==> src/rtl/pipelined_shift_unit.sv <==
// Pipelined barrel shifter (LSL/LSR/ASR/ROR), one register stage per mux level.
// Optional feature macro: SHIFT_ROTATE_EN (mode 11 = ROR; otherwise mode 11 acts as LSR).
module pipelined_shift_unit #(
    parameter int WIDTH = 32,
    parameter int AMT_W = 8,
    parameter int TAG_W = 4
) (
    input  logic             clk,
    input  logic             rst_n,
    input  logic             in_valid,
    output logic             in_ready,
    input  logic [WIDTH-1:0] in_operand,
    input  logic [AMT_W-1:0] in_amt,
    input  logic [1:0]       in_mode,
    input  logic [TAG_W-1:0] in_tag,
    output logic             out_valid,
    input  logic             out_ready,
    output logic [WIDTH-1:0] out_result,
    output logic             out_carry,
    output logic [TAG_W-1:0] out_tag
);

    localparam int LEVELS = $clog2(WIDTH);
    localparam logic [1:0] M_LSL = 2'b00;
    localparam logic [1:0] M_LSR = 2'b01;
    localparam logic [1:0] M_ASR = 2'b10;
    localparam logic [1:0] M_ROR = 2'b11;
    localparam logic [LEVELS-1:0] ONE_L = {{(LEVELS-1){1'b0}}, 1'b1};

    // Handshake: a transfer happens on a rising edge where valid && ready are both high;
    // valid never depends on ready, and a held (unaccepted) output keeps all its fields stable.

    logic [LEVELS-1:0] valid_q;
    logic [WIDTH-1:0]  data_q  [LEVELS];
    logic [LEVELS-1:0] amt_q   [LEVELS];
    logic [1:0]        mode_q  [LEVELS];
    logic              carry_q [LEVELS];
    logic              sat_q   [LEVELS];
    logic [TAG_W-1:0]  tag_q   [LEVELS];

    logic [LEVELS-1:0] src_valid;
    logic [WIDTH-1:0]  src_data  [LEVELS];
    logic [LEVELS-1:0] src_amt   [LEVELS];
    logic [1:0]        src_mode  [LEVELS];
    logic              src_carry [LEVELS];
    logic              src_sat   [LEVELS];
    logic [TAG_W-1:0]  src_tag   [LEVELS];
    logic [WIDTH-1:0]  nxt_data  [LEVELS];
    logic [LEVELS-1:0] adv;

    logic [1:0]        eff_mode;
    logic              in_sat;
    logic              in_carry;
    logic              gt_w;
    logic [LEVELS-1:0] idx_l;
    logic [LEVELS-1:0] idx_r;

    function automatic logic [WIDTH-1:0] shift_lvl(input logic [WIDTH-1:0] p,
                                                   input logic [1:0] m, input int sh);
        case (m)
            M_LSL:   shift_lvl = p << sh;
            M_ASR:   shift_lvl = $signed(p) >>> sh;
`ifdef SHIFT_ROTATE_EN
            M_ROR:   shift_lvl = (p >> sh) | (p << (WIDTH - sh));
`endif
            default: shift_lvl = p >> sh;
        endcase
    endfunction

    // Carry is resolved once at the input from the full amount and travels with the op.
    always_comb begin
        eff_mode = in_mode;
`ifndef SHIFT_ROTATE_EN
        if (in_mode == M_ROR) eff_mode = M_LSR;
`endif
        in_sat = |in_amt[AMT_W-1:LEVELS];
        gt_w   = in_amt > AMT_W'(WIDTH);
        idx_l  = -in_amt[LEVELS-1:0];
        idx_r  = in_amt[LEVELS-1:0] - ONE_L;
        in_carry = 1'b0;
        case (eff_mode)
            M_LSL:   in_carry = gt_w ? 1'b0 : in_operand[idx_l];
            M_LSR:   in_carry = gt_w ? 1'b0 : in_operand[idx_r];
            M_ASR:   in_carry = gt_w ? in_operand[WIDTH-1] : in_operand[idx_r];
            default: in_carry = in_operand[idx_r];
        endcase
        if (in_amt == '0) in_carry = 1'b0;
    end

    always_comb begin
        src_valid = {valid_q[LEVELS-2:0], in_valid};
        src_data[0]  = in_operand;
        src_amt[0]   = in_amt[LEVELS-1:0];
        src_mode[0]  = eff_mode;
        src_carry[0] = in_carry;
        src_sat[0]   = in_sat;
        src_tag[0]   = in_tag;
        for (int s = 1; s < LEVELS; s++) begin
            src_data[s]  = data_q[s-1];
            src_amt[s]   = amt_q[s-1];
            src_mode[s]  = mode_q[s-1];
            src_carry[s] = carry_q[s-1];
            src_sat[s]   = sat_q[s-1];
            src_tag[s]   = tag_q[s-1];
        end
    end

    // Saturation is folded into the last level; ASR keeps the operand MSB in bit WIDTH-1 throughout.
    always_comb begin
        for (int s = 0; s < LEVELS; s++) begin
            nxt_data[s] = src_data[s];
            if (src_amt[s][s]) nxt_data[s] = shift_lvl(src_data[s], src_mode[s], 1 << s);
            if (s == LEVELS - 1 && src_sat[s] && src_mode[s] != M_ROR)
                nxt_data[s] = {WIDTH{(src_mode[s] == M_ASR) & src_data[s][WIDTH-1]}};
        end
    end

    always_comb begin
        adv = '0;
        adv[LEVELS-1] = !valid_q[LEVELS-1] || out_ready;
        for (int s = LEVELS - 2; s >= 0; s--)
            adv[s] = !valid_q[s] || adv[s+1];
    end

    always_ff @(posedge clk or negedge rst_n) begin
        if (!rst_n) begin
            valid_q <= '0;
            for (int s = 0; s < LEVELS; s++) begin
                data_q[s]  <= '0;
                amt_q[s]   <= '0;
                mode_q[s]  <= '0;
                carry_q[s] <= 1'b0;
                sat_q[s]   <= 1'b0;
                tag_q[s]   <= '0;
            end
        end else begin
            for (int s = 0; s < LEVELS; s++) begin
                if (adv[s]) begin
                    valid_q[s] <= src_valid[s];
                    if (src_valid[s]) begin
                        data_q[s]  <= nxt_data[s];
                        amt_q[s]   <= src_amt[s];
                        mode_q[s]  <= src_mode[s];
                        carry_q[s] <= src_carry[s];
                        sat_q[s]   <= src_sat[s];
                        tag_q[s]   <= src_tag[s];
                    end
                end
            end
        end
    end

    assign in_ready   = !valid_q[0] || adv[0];
    assign out_valid  = valid_q[LEVELS-1];
    assign out_result = data_q[LEVELS-1];
    assign out_carry  = carry_q[LEVELS-1];
    assign out_tag    = tag_q[LEVELS-1];

endmodule
==> config.mk <==
export PLATFORM = sky130hd
export DESIGN_NAME = pipelined_shift_unit
export DESIGN_NICKNAME = d
export VERILOG_FILES = /design/src/rtl/pipelined_shift_unit.sv
export SDC_FILE = /design/constraint.sdc
export NUM_CORES = 1
export LEC_CHECK = 0
export CAP_MARGIN = 20
export CORE_ASPECT_RATIO = 0.5
export CORE_MARGIN = 1
export CORE_UTILIZATION = 55
export CTS_CLUSTER_DIAMETER = 60
export CTS_CLUSTER_SIZE = 10
export DETAILED_ROUTE_END_ITERATION = 8
export PLACE_DENSITY_LB_ADDON = 0.3
export SLEW_MARGIN = 20
export SYNTH_ARGS = -nofsm -noshare
export SYNTH_HDL_FRONTEND = slang
export SYNTH_SLANG_ARGS = --single-unit
==> constraint.sdc <==
create_clock -name clk -period 1.99 [get_ports clk]
set_input_delay 0.4975 -clock clk [delete_from_list [all_inputs] [get_ports clk]]
set_output_delay 0.4975 -clock clk [all_outputs]
set_load 0.005 [all_outputs]
After elaboration in Yosys (flattened, before gate mapping)
Index checks and enable logic that the tools add are counted.
{"block": "totals", "regBits": 222, "latch_bits": 0, "ramBits": 0, "mem_bits_ro": 0, "in_bits": 50, "out_inout_bits": 39, "wordCells": 91, "memories": 0}
{"block": "op_classes", "n_addsub": 2, "multipliers": 0, "div_mod_pow": 0, "order_cmp": 3, "n_eq_ne": 8, "n_shift": 0, "n_mux": 21, "n_bitwise": 1, "n_reduce_logical": 24}
{"operator": "$pmux W32 S2", "count": 5}
{"operator": "$mux W32", "count": 6}
{"operator": "$eq A2 B2 Y1 const B", "count": 6}
{"operator": "$lt A5 B6 Y1 const B", "count": 2}
{"operator": "$bmux W1 S5", "count": 2}
{"operator": "$logic_not A2 Y1", "count": 5}
{"operator": "$reduce_and A2 Y1", "count": 5}
{"operator": "$gt A8 B6 Y1 const B", "count": 1}
{"operator": "$logic_not A8 Y1", "count": 1}
{"operator": "$logic_or A1 B1 Y1", "count": 6}
{"operator": "$mux W1", "count": 6}
{"operator": "$logic_not A1 Y1", "count": 5}
{"operator": "$neg A5 Y5", "count": 1}
{"operator": "$sub A5 B1 Y5 const B", "count": 1}
{"operator": "$pmux W1 S3", "count": 1}
{"operator": "$reduce_or A3 Y1", "count": 1}
{"operator": "$eq A2 B1 Y1 const B", "count": 1}
{"operator": "$mux W2", "count": 1}
{"operator": "$ne A2 B2 Y1 const B", "count": 1}
{"operator": "$and A1 B1 Y1", "count": 1}
{"operator": "$logic_and A1 B1 Y1", "count": 1}

Longest topological paths before layout
Gate-level depths: netlist of run 1.
{"block": "depth", "ltp_word": 7, "mapped_depth": 12}

Worst setup path after synthesis of run 1
No wires, ideal clock.
{"block": "synth_path", "path_type": "input to register", "start": "input port in_amt[0]", "end": "register carry_q[4] (netlist name)", "setup_ns": 0.130, "arrival_time_ns": 2.807, "required_time_ns": 1.860, "slack_ns": -0.947, "stages": 9, "path_buffers": 2, "path_cell_list": "buf_4 inv_2 clkbuf_1 ha_1 xor2_2 mux4_2 o211a_1 nor4_1 nor3_1"}
{"block": "synth_between", "elab_chain_cells": 6, "word_cells_on_any_way": 13, "classes_between": "2 x add/sub; 1 x order compare; 9 x mux; 1 x reduce/logical"}
{"item": "from (decl)", "line_no": "13", "source": "input logic [AMT_W-1:0] in_amt,"}
{"item": "$sub A5 B1 Y5 or $neg A5 Y5 (tied branches)", "line_no": "79, 78"}
{"item": "$bmux W1 S5 (on tied branches)"}
{"item": "$mux W1 (on tied branches)"}
{"item": "$mux W1 (on tied branches)", "line_no": "84, 82, 83"}
{"item": "$pmux W1 S3", "line_no": "81", "source": "case (eff_mode)"}
{"item": "$mux W1 *", "line_no": "87", "source": "if (in_amt == '0) in_carry = 1'b0;"}
{"item": "to (signal, indexed assignment)", "line_no": "144", "source": "carry_q[s] <= src_carry[s];"}
{"item": "to (decl)", "line_no": "37", "source": "logic carry_q [LEVELS];"}
Mark *: on every way between the ends. The rest lies on a longest branch, timed or not. The select of a mux whose other input is x is not followed.
A chain may end at the register's enable or synchronous reset.

Worst setup path in the final report of run 1
{"block": "layout_path", "start": "register valid_q[4]", "end": "output port in_ready"}
{"block": "layout_between", "elab_chain_cells": 7}
{"item": "from (decl)", "line_no": "33", "source": "logic [LEVELS-1:0] valid_q;"}
{"item": "from (signal, indexed assignment)", "line_no": "139", "source": "valid_q[s] <= src_valid[s];"}
{"item": "$logic_not A1 Y1", "line_no": "120", "source": "adv[LEVELS-1] = !valid_q[LEVELS-1] || out_ready;"}
{"item": "$logic_or A1 B1 Y1", "line_no": "120"}
{"item": "$logic_or A1 B1 Y1 (4 in a row)", "line_no": "122", "source": "adv[s] = !valid_q[s] || adv[s+1];"}
{"item": "$logic_or A1 B1 Y1", "line_no": "153", "source": "assign in_ready = !valid_q[0] || adv[0];"}
{"item": "to (decl)", "line_no": "11", "source": "output logic in_ready,"}
Every way passes these cells.

==> results of run 1 <==
## how the worst min path moves through the flow
stage | startpoint | to | slack, ns | cells after the start
after floorplan | rst_n | amt_q[13] | 0.20 | 0
after global placement | rst_n | data_q[45] | 0.48 | 1
after detailed placement | rst_n | data_q[39] | 0.49 | 1
after CTS | src_tag[2] | src_tag[2] | 0.51 | 1
after global routing | out_result[31] | out_result[31] | 0.52 | 1
final | src_tag[2] | out_tag[2] | 0.49 | 1
## flip-flops by register name, summed over array words and instances (netlist names)
register	flops
src_tag	16
amt_q	10
out_tag	4
out_result	32
valid_q	5
data_q	128
out_carry	1
carry_q	4
mode_q	8
sat_q	4
## logic make-up after synthesis
| kind of cell | count (synthesis) | synth area share |
|---|---|---|
| xor+xnor | 5 | 0.004466 |
| fa+ha+maj | 2 | 0.002178 |
| simple gates | 460 | 0.1689 |
| compound gates | 465 | 0.2210 |
| mux | 71 | 0.07950 |
| flops | 212 | 0.4618 |
| buf+inv | 154 | 0.06219 |
## power by group through the flow
stage | clock network [uW] | logic, uW | registers [uW]
floorplan | 0 | 4430 | 6680
global placement | 0 | 6040 | 7130
detailed placement | 0 | 6270 | 7240
CTS | 3870 | 6350 | 7180
global route | 4040 | 7170 | 7400
finish | 3790 | 6400 | 7200
## area by class of cell
class,instances,area (um2)
multi-input cells,1003,5588
clock buffers,25,625.6
fillers,1513,6041
repair buffers,206,1986
flip-flops and latches,212,5305
well taps,266,332.8
inverters,16,67.56
clock inverters,1,8.758
## metrics by stage
stage	total power, uW	hold WS, ns	setup slack (ns)
floorplan	11120	0.2019	-0.4717
global placement	13170	0.4838	-0.8369
detailed placement	13510	0.4853	-0.8554
CTS	17400	0.5057	0.02790
global route	18610	0.5250	-0.01487
finish	17400	0.4933	0.05108
## worst max-delay path: cells and delay by family, from the launching register on
kind,cells,cell delay [ns]
buf+inv,1,0.14
simple gates,3,0.44
flops,1,0.35
## Yosys cell counts, drive strengths merged, types with 4 or more instances
master / count / area share
nand2: 312 / 0.10
inv: 14 / 0.0046
o22a: 31 / 0.024
o211ai: 7 / 0.0046
mux2i: 8 / 0.0070
nand2b: 10 / 0.0054
and3: 11 / 0.0060
nor3: 21 / 0.0091
buf: 51 / 0.029
o22ai: 5 / 0.0027
mux4: 11 / 0.022
nor2: 31 / 0.010
or2: 4 / 0.0022
o21ai: 239 / 0.10
clkbuf: 87 / 0.028
mux2: 52 / 0.051
a22oi: 7 / 0.0046
nand3: 56 / 0.024
a21oi: 165 / 0.072
dfrtp: 212 / 0.46
## metal layers
metal | GRT usage | wire [um] | part of all wire | vias to the layer above
met5 | 0 | 0 | 0 | -
met4 | 0.05462 | 530 | 0.018 | 0
met3 | 0.03477 | 1899 | 0.064 | 49
met2 | 0.4537 | 13690 | 0.46 | 401
met1 | 0.4182 | 13660 | 0.46 | 4880
li1 | - | - | - | 4933
## what timing repair did
item                                    CTS  global route
endpoints found under the hold margin    44             0
cloned                                    0             0
pin swaps                                 6            11
endpoints found under the setup margin    2             2
resized for setup                        22            11
hold buffers                              1             0
setup buffers                             7             1
==> out/metrics.yaml, run 1 <==
seqPwrFrac: 0.414
synth.avg_cell_area_um2: 8.392
dp_cells: 1694
io_buffers: 88
stdcell_area_um2: 13910
grt_pass1_vias: 9537
cts.path.max_buffers: 3
syn_nets: 1421
critPathMaxFanout: 2
crit_chain: "nor2b_4 -> and3_4 -> nand3_2 -> buf_2"
grt_start_max_net_pins: 62
ys.flop_type: "dfrtp_1"
holdCritPathClass: "reg -> reg"
synth_area_um2: 11490
tns_ns: 0
syn_inst: 1369
ioPinCount: 89
antenna-diode-count: 0
drt_iter0_drc: 1214
p_sw_uw: 6443
cts_tree: "done"
crit_start: "valid_q[4]"
overflow: 0
relSlewSlack: 0.4819
layout-drive-gt1-share: 0.1620
cts_root_buf: "clkbuf_16"
h-tree-depth: 1
path_class: "reg -> out"
clkTransAtPathRegs_ns: 0.05
end_kind: "output pin"
rsz0062_at_grt: "true"
clock_sinks: 212
setup_viol_count_final: 0
async_flop_share: 1.000
fin_util: 0.6973
status: "complete, but fails checks"
p_int_uw: 10960
routedWlPerCell_um: 17.23
ys.warnings.count: 0
cp-endpoint: "in_ready"
failed_checks: "design-rule violations"
worst_slew_pin_slew_ns: 0.7761
rows: 36
finalHoldViolCount: 0
grtUsageTotal: 0.2844
dr.pass1.iters: 9
peakVddDrop_mv: 0.6550
drc: 16
final_cell_count_no_fill: 1729
timing.rr.end: "carry_q[4]"
vias: 10263
arrival_ns: 1.44
post_drt_via_cell_ratio: 5.936
synth_edf_count: 0
start_util: 0.5757
required_ns: 1.49
grt_first_pass_wirelength_um: 49360
area_growth_pct: 21.11
final_common_cell: "nand2_1"
clkPwrFrac: 0.218
core_area_um2: 19950
comb_power_share: 0.368
clkLatencyLatePin_ns: 0.51
synth-seq-cells: 212
ys_seq_area_frac: 0.4618
timing.reg2reg.worst_path_depth: 8
crit_path_top_delay_cell: "dfrtp_1"
grt_antenna_before_repair: 0
slew_violations: 0
power.density_nw_per_um2: 1251
die_h_um: 104.2
fmax_mhz: 515.8
final_cell_mix: "309 x nand2_1, 237 x o21ai_0, 212 x dfrtp_1, 165 x a21oi_1, 96 x buf_4"
fin_nets: 1516
die-width_um: 206.4
cp-start-kind: "register"
leakagePower_uw: 0.005856
ant_nets: 0
place.gp.congestion: 0.8961
hpwl_um: 21430
wl_um: 29790
dpl-instance-area_um2: 13140
dieArea_um2: 21500
rr_startpoint: "valid_q[4]"
skew_ns: 0.01457
swShare: 0.3703
yosys.cell_types.count: 50
r2r_slack_ns: 0.33
cap_violations: 0
cts_buffers: 25
period_minus_slack_ns: 1.939
max_stage_delay_ns: 0.35
fin_crit_sh: 0.9743
(Power assumes the default switching activity.)
==> inputs of run 2 (changes only) <==
Settings changed: CAP_MARGIN 20 to unset, CORE_UTILIZATION 55 to 30.
==> run 2 against run 1 <==
Compared with the run above: the run now ends clean; flip-flop and latch count stayed put; core utilization is 32 points lower; power is 0.52% higher; global-route usage is 12 points lower; maximum frequency is 1.4% lower; count of clock-buffer cells in the layout stayed put; die area is 82% higher; clock skew is 0.0098 ns higher; cell count is 13% higher; hold slack worse by 0.16 ns; via count is 3.0% lower.
==> out/metrics.yaml, run 2 (synthesized netlist as in run 1, its figures left out) <==
status: "complete, no violations"
timing.reg2reg.worst_path_depth: 8
layout-drive-gt1-share: 0.1625
hpwl_um: 22840
holdCritPathClass: "in -> reg"
rows: 50
fin_ws_ns: 0.02309
clock_sinks: 212
leakagePower_uw: 0.005870
io_buffers: 88
fmax_mhz: 508.4
worst_slew_pin_slew_ns: 0.5626
path_class: "in -> reg"
crit_chain: "clkbuf_2 -> inv_8 -> ha_4 -> buf_4 -> xor2_4 -> buf_4 -> mux2_2 -> a2bb2oi_1 -> o211a_1 -> nor4_2 -> nor3_1"
peakVddDrop_mv: 0.6920
fin_util: 0.3774
clkTransAtPathRegs_ns: 0.06
ioPinCount: 89
post_drt_via_cell_ratio: 5.082
cp-start-kind: "input port"
crit_path_top_delay_cell: "mux2_2"
place.gp.congestion: 0.8409
die_h_um: 140.4
r2r_slack_ns: 0.24
cts_tree: "done"
power.density_nw_per_um2: 1235
critPathMaxFanout: 3
max_stage_delay_ns: 0.32
dr.pass1.iters: 5
finalHoldViolCount: 0
skew_ns: 0.02441
overflow: 0
drt_iter0_drc: 791
grt_pass1_vias: 9117
h-tree-depth: 1
period_minus_slack_ns: 1.967
grt_antenna_before_repair: 0
place_ws_ns: -0.8188
final_common_cell: "nand2_1"
clkLatencyLatePin_ns: 0.53
grt_first_pass_wirelength_um: 50930
cts_buffers: 25
dieArea_um2: 39130
area_growth_pct: 23.32
routedWlPerCell_um: 15.96
final_cell_mix: "309 x nand2_1, 237 x o21ai_0, 212 x dfrtp_1, 165 x a21oi_1, 100 x buf_4"
grt_start_max_net_pins: 62
cap_violations: 0
required_ns: 2.40
cts_root_buf: "clkbuf_16"
p_total_uw: 17490
cts.path.max_buffers: 3
antenna-diode-count: 0
ant_nets: 0
whs_path_depth: 3
fin_nets: 1517
drc: 0
largest_register: "data_q"
setup_viol_count_final: 0
wl_um: 31260
core_area_um2: 37540
vias: 9956
start_util: 0.3061
holdWs_ns: 0.3312
slew_violations: 0
largest_reg_flops: 128
die-width_um: 278.8
arrival_ns: 2.37
cpMostUsedCell: "buf_4"
fin_crit_sh: 0.9884
grtUsageTotal: 0.1600
relSlewSlack: 0.6250
end_kind: "register"
==> run 2: cell types whose count changed in the layout (fill, tap and decap cells not counted), moves of 2 or more <==
cell,change
clkdlybuf4s50_1,-2
dlymetal6s2s_1,+3
buf_4,+4
buf_12,-3
==> run 2: repair_timing <==
item,4_1_cts,5_1_grt
hold buffers,1,0
resized for setup,17,13
hold endpoints to repair,35,0
setup endpoints to repair,2,2
pin swaps,3,6
setup buffers,5,2
==> run 2: worst max-delay path, delay by kind of cell <==
family,cells,cell delay [ns]
xor+xnor,1,0.21
compound gates,2,0.29
buf+inv,4,0.51
simple gates,2,0.38
fa+ha+maj,1,0.16
mux,1,0.32
==> run 2: final timing paths <==
kind,start,to
max in group asynchronous,rst_n,out_result[18]
hold / removal,in_amt[1],amt_q[21]
setup / recovery,in_amt[0],carry_q[4]
hold reg to reg,data_q[81],data_q[81]
min in group asynchronous,rst_n,src_tag[11]
setup reg to reg,valid_q[4],carry_q[4]
==> run 2: power breakdown <==
group / switching [uW] / total (uW) / leakage, uW / internal [uW]
Sequential: 1370 / 7180 / 0.00262 / 5810
Combinational: 3450 / 6400 / 0.00293 / 2950
Clock: 1690 / 3900 / 0.000317 / 2210
==> run 2: layout make-up <==
type                    count  area [um2]
flip-flops and latches    212        5305
clock buffers              25       625.6
multi-input cells        1003        5573
repair buffers            207        1961
clock inverters             2       17.52
fillers                  3829       23370
well taps                 494       618.1
inverters                  16       67.56
==> run 2: per-stage QoR <==
stage          setup TNS, ns  cells  cell area [um2]
6_report                   0   1959            14170
4_1_cts                    0   1957            14120
3_5_place_dp          -20.99   1924            13400
2_1_floorplan        -0.4717   1369            11550
5_1_grt             -0.02542   1959            14170
3_3_place_gp          -20.50   1924            13400
==> run 2: metal layers <==
| layer | GRT usage | share of wire | up-vias |
|---|---|---|---|
| li1 | - | - | 4931 |
| met1 | 0.2500 | 0.52 | 4739 |
| met2 | 0.2298 | 0.41 | 258 |
| met3 | 0.02602 | 0.052 | 28 |
| met4 | 0.02950 | 0.014 | 0 |
| met5 | 0 | 0 | - |
==> inputs of run 3 (changes only) <==
Settings changed: CELL_PAD_IN_SITES_DETAIL_PLACEMENT set to 0, CELL_PAD_IN_SITES_GLOBAL_PLACEMENT set to 1.
Clock period 1.99 ns to 2.1 ns, I/O delays scaled along.
==> run 3 against run 2 <==
Compared with the run above: power fell by 4.9%; core utilization about the same; via count up 0.64%; register-to-register slack gained 0.07 ns; sequential power down 5.3%; final area is 0.12% lower; first-iteration DRC count decreased by 5.9%; critical path depth down 2; cell count is the same; largest power group unchanged.
==> out/metrics.yaml, run 3 (synthesized netlist as in run 1, its figures left out) <==
overflow: 0
place_ws_ns: -0.7995
rsz0062_at_grt: "false"
holdCritPathClass: "in -> reg"
final_common_cell: "nand2_1"
drc: 0
die_h_um: 140.4
cts_buffers: 25
slew_violations: 0
required_ns: 2.53
vias: 10020
clkTransAtPathRegs_ns: 0.06
arrival_ns: 2.40
cts_root_buf: "clkbuf_16"
p_total_uw: 16630
crit_path_top_delay_cell: "or4b_4"
fmax_mhz: 507.9
grt_antenna_before_repair: 0
whs_path_depth: 4
power.density_nw_per_um2: 1175
rows: 50
ant_nets: 0
die-width_um: 278.8
routedWlPerCell_um: 16.70
fin_nets: 1516
holdWs_ns: 0.4071
worst-path-stages: 9
core_area_um2: 37540
layout-drive-gt1-share: 0.1611
h-tree-depth: 1
dp_cells: 1924
post_drt_via_cell_ratio: 5.115
cap_violations: 0
final_cell_count_no_fill: 1959
status: "complete, no violations"
dieArea_um2: 39130
place.gp.congestion: 0.8336
grt_start_max_net_pins: 46
cp-start-kind: "input port"
area_growth_pct: 23.16
max_stage_delay_ns: 0.49
fin_crit_sh: 0.9376
largest_reg_flops: 128
crit_chain: "buf_2 -> inv_8 -> ha_4 -> or4b_4 -> a211oi_4 -> a31oi_1 -> o31ai_2 -> o41ai_2 -> nor3_1"
crit_family: "compound AO/OA/AOI/OAI gates"
peakVddDrop_mv: 0.5144
leakagePower_uw: 0.005861
cts_tree: "done"
hpwl_um: 24240
grtUsageTotal: 0.1682
setup_viol_count_final: 0
timing.reg2reg.worst_path_depth: 8
grt_pass1_vias: 9477
relSlewSlack: 0.6543
dr.pass1.iters: 5
worst_slew_pin_slew_ns: 0.5185
start_util: 0.3061
drt_iter0_drc: 744
cts.path.max_buffers: 3
cp_num_buf_inv: 2
fin_ws_ns: 0.1311
period_minus_slack_ns: 1.969
end_kind: "register"
antenna-diode-count: 0
clkLatencyLatePin_ns: 0.52
clock_sinks: 212
critPathMaxFanout: 3
wl_um: 32720
final_cell_mix: "309 x nand2_1, 237 x o21ai_0, 212 x dfrtp_1, 165 x a21oi_1, 102 x buf_4"
path_class: "in -> reg"
skew_ns: 0.01119
largest_register: "data_q"
grt_first_pass_wirelength_um: 53300
ioPinCount: 89
io_buffers: 88
finalHoldViolCount: 0
## run 3: cell types whose count changed in the layout (fill, tap and decap cells not counted), sizes merged
| cell | delta |
|---|---|
| inv | -2 |
| clkbuf | +1 |
| dlygate4sd2 | -1 |
| clkdlybuf4s50 | +1 |
| clkinv | +1 |
## run 3: tightest hold or removal path, cell delays in order
cell and delay (ns):
clkbuf_2 0.10, inv_2 0.08, buf_4 0.10, o21ai_0 0.07
## run 3: final cells by class
class / instances / area (um2)
fillers: 3847 / 23390
repair buffers: 206 / 1943
multi-input cells: 1003 / 5574
clock buffers: 27 / 633.1
well taps: 494 / 618.1
flip-flops and latches: 212 / 5305
inverters: 16 / 67.56
clock inverters: 1 / 8.758
## run 3: metal layers
metal  vias to the layer above  track usage  routed length (um)
met4                         0      0.02805                 480
li1                       4916            -                   -
met1                      4836       0.2615               17260
met3                        32      0.02419                1281
met2                       236       0.2473               13700
met5                         -            0                   0
## run 3: final timing paths
path,endpoint,startpoint,slack [ns]
max reg2reg,carry_q[4],valid_q[4],0.31
min,amt_q[21],in_amt[1],0.41
min reg2reg,sat_q[4],sat_q[4],0.49
max,carry_q[4],in_amt[0],0.13
max in group asynchronous,out_result[17],rst_n,0.96
min in group asynchronous,out_result[4],rst_n,0.52
## run 3: per-stage QoR
stage	TNS (ns)	util	area (um2)
finish	0	0.3770	14150
global route	0	0.3770	14150
CTS	0	0.3758	14110
detailed placement	-7.951	0.3570	13400
global placement	-7.371	0.3570	13400
floorplan	-0.3892	-	11550
## run 3: power breakdown
group	internal [uW]	switching, uW	leakage (uW)
logic	2780	3370	0.00292
clock network	2100	1590	0.000315
registers	5510	1290	0.00262
total	10400	6250	0.00586
## run 3: repair_timing
action                                  in CTS  in global routing
endpoints found under the setup margin       2                  2
hold endpoints to repair                    39                  0
pin swaps                                    3                  6
buffers inserted                             4                  2
hold buffers                                 1                  0
resized for setup                           12                 15
